File: src/rtl/fse_pkg.sv
// Shared types and constants for the frame stream engine: FSM states,
// pixel FIFO geometry and the legal memory read-latency range.
package fse_pkg;

  typedef enum logic [1:0] {
    ST_IDLE  = 2'd0,
    ST_FETCH = 2'd1,
    ST_DRAIN = 2'd2,
    ST_DONE  = 2'd3
  } fse_state_t;

  localparam int FIFO_DEPTH = 4;
  localparam int FIFO_AW    = 2;
  localparam int RD_LAT_MIN = 1;
  localparam int RD_LAT_MAX = 3;
  localparam int POS_W      = 10;

endpackage

File: src/rtl/fse_pix_fifo.sv
// Four-entry pixel FIFO with flush; the head entry is visible combinationally
// so the output stage can present it the same cycle it becomes valid.
module fse_pix_fifo
  import fse_pkg::*;
#(
  parameter int W = 8
) (
  input  logic               clk,
  input  logic               rst_n,
  input  logic               flush_i,
  input  logic               wr_en_i,
  input  logic [W-1:0]       wr_data_i,
  input  logic               rd_en_i,
  output logic [W-1:0]       rd_data_o,
  output logic               empty_o,
  output logic [FIFO_AW:0]   count_o
);

  localparam logic [FIFO_AW:0] L_FULL = FIFO_DEPTH[FIFO_AW:0];

  logic [W-1:0]       r_mem [FIFO_DEPTH];
  logic [FIFO_AW-1:0] r_wptr;
  logic [FIFO_AW-1:0] r_rptr;
  logic [FIFO_AW:0]   r_count;
  logic               w_wr;
  logic               w_rd;

  // Guards keep the occupancy legal even if a caller misbehaves.
  assign w_wr = wr_en_i && (r_count != L_FULL);
  assign w_rd = rd_en_i && (r_count != '0);

  always_ff @(posedge clk) begin
    if (!rst_n || flush_i) begin
      r_wptr  <= '0;
      r_rptr  <= '0;
      r_count <= '0;
    end else begin
      if (w_wr) r_wptr <= r_wptr + 1'b1;
      if (w_rd) r_rptr <= r_rptr + 1'b1;
      case ({w_wr, w_rd})
        2'b10:   r_count <= r_count + 1'b1;
        2'b01:   r_count <= r_count - 1'b1;
        default: r_count <= r_count;
      endcase
    end
  end

  always_ff @(posedge clk) begin
    if (w_wr) r_mem[r_wptr] <= wr_data_i;
  end

  assign rd_data_o = r_mem[r_rptr];
  assign empty_o   = (r_count == '0);
  assign count_o   = r_count;

endmodule

File: src/rtl/frame_stream_engine.sv
// Streams a frame out of a latency-RD_LAT memory as a raster pixel stream,
// with credit-based read issue into a 4-entry FIFO and sof/eol/eof tagging.
module frame_stream_engine
  import fse_pkg::*;
#(
  parameter int IMG_W  = 540,
  parameter int IMG_H  = 540,
  parameter int PIX_W  = 8,
  parameter int ADDR_W = 19,
  parameter int RD_LAT = 1
) (
  input  logic              clk,
  input  logic              rst_n,
  input  logic              start_i,
  input  logic              cont_i,
  input  logic              abort_i,
  output logic              mem_en_o,
  output logic [ADDR_W-1:0] mem_addr_o,
  input  logic [PIX_W-1:0]  mem_data_i,
  output logic [PIX_W-1:0]  pix_o,
  output logic              pix_valid_o,
  input  logic              pix_ready_i,
  output logic              sof_o,
  output logic              eol_o,
  output logic              eof_o,
  output logic              busy_o,
  output logic              frame_done_o,
  output logic [POS_W-1:0]  row_o,
  output logic [POS_W-1:0]  col_o
);

  localparam int NPIX = IMG_W * IMG_H;
  localparam logic [ADDR_W-1:0] L_LAST_ADDR = ADDR_W'(NPIX - 1);
  localparam logic [POS_W-1:0]  L_LAST_COL  = POS_W'(IMG_W - 1);
  localparam logic [POS_W-1:0]  L_LAST_ROW  = POS_W'(IMG_H - 1);
  localparam logic [FIFO_AW:0]  L_DEPTH     = FIFO_DEPTH[FIFO_AW:0];

  generate
    if ((64'd1 << ADDR_W) < 64'(NPIX)) begin : g_bad_addr_w
      $error("ADDR_W too narrow for IMG_W*IMG_H");
    end
    if (RD_LAT < RD_LAT_MIN || RD_LAT > RD_LAT_MAX) begin : g_bad_rd_lat
      $error("RD_LAT out of range");
    end
  endgenerate

  fse_state_t        r_state;
  logic              r_start_d;
  logic [ADDR_W-1:0] r_addr;
  logic [RD_LAT-1:0] r_vld;
  logic [POS_W-1:0]  r_row;
  logic [POS_W-1:0]  r_col;

  logic [RD_LAT-1:0] w_vld_next;
  logic [FIFO_AW:0]  w_inflight;
  logic [FIFO_AW:0]  w_count;
  logic [PIX_W-1:0]  w_head;
  logic              w_empty;
  logic              w_valid;
  logic              w_issue;
  logic              w_xfer;
  logic              w_wr;
  logic              w_start_edge;

  always_comb begin
    w_inflight = '0;
    for (int i = 0; i < RD_LAT; i++) begin
      w_inflight = w_inflight + {{FIFO_AW{1'b0}}, r_vld[i]};
    end
  end

  generate
    if (RD_LAT == 1) begin : g_vld_one
      assign w_vld_next = w_issue;
    end else begin : g_vld_many
      assign w_vld_next = {r_vld[RD_LAT-2:0], w_issue};
    end
  endgenerate

  // A read only goes out if its data is guaranteed a FIFO slot on return.
  assign w_issue      = (r_state == ST_FETCH) && ((w_count + w_inflight) < L_DEPTH);
  assign w_wr         = r_vld[RD_LAT-1] && !abort_i;
  assign w_valid      = !w_empty;
  assign w_xfer       = w_valid && pix_ready_i;
  assign w_start_edge = start_i && !r_start_d;

  fse_pix_fifo #(.W(PIX_W)) u_fifo (
    .clk       (clk),
    .rst_n     (rst_n),
    .flush_i   (abort_i),
    .wr_en_i   (w_wr),
    .wr_data_i (mem_data_i),
    .rd_en_i   (w_xfer),
    .rd_data_o (w_head),
    .empty_o   (w_empty),
    .count_o   (w_count)
  );

  always_ff @(posedge clk) begin
    if (!rst_n) begin
      r_state   <= ST_IDLE;
      r_start_d <= 1'b0;
      r_addr    <= '0;
      r_vld     <= '0;
      r_row     <= '0;
      r_col     <= '0;
    end else begin
      r_start_d <= start_i;
      if (abort_i) begin
        r_state <= ST_IDLE;
        r_addr  <= '0;
        r_vld   <= '0;
        r_row   <= '0;
        r_col   <= '0;
      end else begin
        r_vld <= w_vld_next;
        if (w_xfer) begin
          if (r_col == L_LAST_COL) begin
            r_col <= '0;
            r_row <= (r_row == L_LAST_ROW) ? '0 : r_row + 1'b1;
          end else begin
            r_col <= r_col + 1'b1;
          end
        end
        case (r_state)
          ST_IDLE: begin
            if (w_start_edge) r_state <= ST_FETCH;
          end
          ST_FETCH: begin
            if (w_issue) begin
              if (r_addr == L_LAST_ADDR) begin
                r_addr  <= '0;
                r_state <= ST_DRAIN;
              end else begin
                r_addr <= r_addr + 1'b1;
              end
            end
          end
          ST_DRAIN: begin
            if ((w_inflight == '0) && w_empty) r_state <= ST_DONE;
          end
          ST_DONE: begin
            r_state <= cont_i ? ST_FETCH : ST_IDLE;
          end
          default: r_state <= ST_IDLE;
        endcase
      end
    end
  end

  assign mem_en_o     = w_issue;
  assign mem_addr_o   = r_addr;
  assign pix_valid_o  = w_valid;
  assign pix_o        = w_valid ? w_head : '0;
  assign sof_o        = w_valid && (r_row == '0) && (r_col == '0);
  assign eol_o        = w_valid && (r_col == L_LAST_COL);
  assign eof_o        = w_valid && (r_col == L_LAST_COL) && (r_row == L_LAST_ROW);
  assign busy_o       = (r_state != ST_IDLE);
  assign frame_done_o = (r_state == ST_DONE);
  assign row_o        = r_row;
  assign col_o        = r_col;

endmodule

File: config.mk
export PLATFORM = sky130hd
export DESIGN_NAME = frame_stream_engine
export DESIGN_NICKNAME = d
export VERILOG_FILES = /design/src/rtl/fse_pkg.sv /design/src/rtl/fse_pix_fifo.sv /design/src/rtl/frame_stream_engine.sv
export SDC_FILE = /design/constraint.sdc
export NUM_CORES = 1
export LEC_CHECK = 0
export ABC_AREA = 1
export CAP_MARGIN = 20
export CORE_MARGIN = 4
export CORE_UTILIZATION = 40
export DETAILED_ROUTE_END_ITERATION = 16
export MAX_ROUTING_LAYER = met4
export PLACE_DENSITY = 0.61
export SYNTH_ARGS = -nofsm -noshare
export SYNTH_HDL_FRONTEND = slang
export SYNTH_SLANG_ARGS = --single-unit
File: constraint.sdc
create_clock -name clk -period 3 [get_ports clk]
set_input_delay 0.9 -clock clk [delete_from_list [all_inputs] [get_ports clk]]
set_output_delay 0.9 -clock clk [all_outputs]
set_load 0.01 [all_outputs]
==> impl_metrics.tcl <==
set metrics [dict create \
    status "complete, no violations" \
    max_cap_viol_count 0 \
    ys.flop_type "dfxtp_1" \
    antennaDiodeCount 0 \
    finalSetupViolations 0 \
    hold_buffers 0 \
    synth_cell_type_count 40 \
    cts_made_buffers 9 \
    fin_skew_ns 0.01027 \
    tightest_slew_ns 0.5011 \
    cts_max_level 3 \
    gp_congestion 0.8621 \
    antenna_found_initial 0 \
    rsz0062_at_grt "no" \
    fin_util_pct 51.04 \
    root_buffer "clkbuf_8" \
    cp_slowest_cell "clkdlybuf4s50_1" \
    power_density_mw_per_mm2 375.6 \
    place_area_mm2 0.005305 \
    cpPeakStageDelay_ns 0.56 \
    path_class "reg -> out" \
    yosysMostFrequentCell "nand2_1" \
    netlist_instances 565 \
    post-dp-hpwl_um 7357 \
    ios 68 \
    peakVddDrop_mv 0.1780 \
    synth_common_cells "nand2_1 (112), nor2_1 (92), inv_1 (62)" \
    grt_pass1_wl_um 17590 \
    fp.dieH_um 113.1 \
    yosysSeqAreaShare_pct 45.35 \
    hold_path.class "reg -> reg" \
    fin_crit_ns 2.904 \
    syn_avg_cell_area_um2 7.813 \
    cp_cell_sequence "inv_1 > nand2_4 > clkinv_1 > buf_4 > a21oi_1 > clkdlybuf4s50_1" \
    ant_nets 0 \
    cp-end-kind "primary output" \
    syn_nets 594 \
    hold_viol 0 \
    setup-tns-final_ns 0 \
    via_per_inst 4.952 \
    start_util_pct 40.72 \
    post-route-period-util_pct 96.81 \
    crit_required_ns 2.10 \
    synthArstFlopShare_pct 0 \
    cts.sinks 84 \
    area_growth_pct 25.34 \
    portBuffers 67 \
    initialDrtViolationCount 195 \
    clk_latency_ns 0.36 \
    synthesis.area_mm2 0.004414 \
    design_area_mm2 0.005533 \
    ys_ff_latch 84 \
    vias 3917 \
    synth_area_leaders "dfxtp_1 (24%), edfxtp_1 (22%), nand2_1 (9.5%), nor2_1 (7.8%), a21oi_1 (5.3%)" \
    clk_pin_slew_worst_paths_ns 0.10 \
    worstPathMaxFanout 10 \
    yosys_warnings 0 \
    die_w_um 113.1 \
    cts_tree "built" \
    drc 0 \
    synth_edf_count 32 \
    timing.fmax_mhz 344.3 \
    grt_max_degree 21 \
    nets 675 \
    clk_path_buf_depth 2 \
    worst_hold_slack_ns 0.4704 \
    track_usage_pct 17.28 \
    cp.arrival_ns 2.00 \
    die-area_mm2 0.01278 \
    routed_wl_um 10260 \
    core_mm2 0.01084 \
    post_cts_buffers 0 \
    drv_slew 0 \
    leakage_nw 1.979 \
    grt_remaining_overflow 0 \
    cp-start-kind "flop" \
    rows 38 \
    drive_gt1_share_pct 10.45 \
    synth_area_leader_cell "dfxtp_1" \
    first_pass_iters 4 \
    maxSlewHeadroom_pct 66.55 \
    wl_per_cell_um 12.97 \
    grt_pass1_vias 3809 \
    yosysTopAreaCellShare_pct 23.58 \
]
==> final cells by class <==
type | count | area [um2]
repair buffers | 80 | 769.5
fillers | 1048 | 5308
well taps | 140 | 175.2
flip-flops and latches | 84 | 2007
inverters | 66 | 255.2
clock buffers | 9 | 123.9
clock inverters | 7 | 65.06
multi-input cells | 405 | 2137
==> path summary, 6_finish.rpt <==
check / start / endpoint / slack (ns) / cells past startpoint
max reg2reg: u_fifo.count_o[2] / u_fifo.count_o[2] / 1.01 / 11
max: u_fifo.count_o[2] / pix_o[2] / 0.1 / 6
min: u_fifo.r_rptr[1] / flop / 0.47 / 2
min reg2reg: u_fifo.r_rptr[1] / flop / 0.47 / 2
==> cell usage in the layout, fill, tap and decap left out, types with 4 or more instances in the layout <==
cell / Yosys / final
a21oi_1: 47 / 47
buf_4: 1 / 13
clkbuf_8: 0 / 9
clkdlybuf4s50_1: 0 / 65
dfxtp_1: 52 / 48
dfxtp_2: 0 / 4
edfxtp_1: 32 / 32
ha_1: 14 / 13
inv_1: 62 / 62
inv_6: 0 / 4
nand2_1: 112 / 112
nand3_1: 37 / 37
nand3b_1: 6 / 6
nand4_1: 13 / 13
nor2_1: 92 / 92
nor2_4: 5 / 5
nor3_1: 10 / 9
nor3_2: 3 / 4
o21ai_0: 29 / 29
or2_2: 4 / 4
xor2_1: 5 / 5
==> cell families after synthesis <==
group,Yosys count,share of synthesized area [%]
and+or+nand+nor,300,31.97
AOI/OAI and AO/OA,85,10.29
xor gates and xnor gates,5,0.9920
buffers and inverters,76,6.973
adders and majority gates,15,4.422
DFF,84,45.35
==> worst max-delay path: cells and delay by family, from the launching register on <==
kind | cells | cell delay (ns)
simple gates | 1 | 0.16
buf+inv | 4 | 0.94
flops | 1 | 0.37
compound gates | 1 | 0.16
==> timing repair <==
item	4_1_cts	5_1_grt
endpoints found under the setup margin	4	7
cloned	0	0
endpoints found under the hold margin	0	0
resized for setup	2	9
pin swaps	1	0
==> power by group <==
part | total (mW) | internal [mW] | switching [mW]
Combinational | 0.103 | 0.0429 | 0.0604
Clock | 0.785 | 0.324 | 0.461
Sequential | 1.19 | 1.19 | 0.00434
==> flip-flops by register name, indices dropped and copies added, names as in the netlist, named ones only <==
register,cells
u_fifo.r_rptr,2
u_fifo.count_o,3
r_start_d,1
col_o,10
u_fifo.r_wptr,2
u_fifo.r_mem,32
r_state,2
r_vld,1
row_o,10
mem_addr_o,19
==> routing by layer <==
layer  vias to the layer above  GRT usage, %  wire (um)
li1                       2021             -          -
met2                        82         27.84       4924
met5                         -             -          0
met4                         0         6.731        157
met1                      1799         21.58       4778
met3                        15         3.209        398
==> stage by stage <==
step	setup slack, ns	power, mW	instances
2_1_floorplan	0.7773	1.274	565
5_1_grt	0.01010	2.161	791
3_5_place_dp	0.1294	1.321	775
3_3_place_gp	0.1590	1.320	775
6_report	0.09577	2.078	791
4_1_cts	0.001875	2.109	791
(Power assumes the default switching activity.)
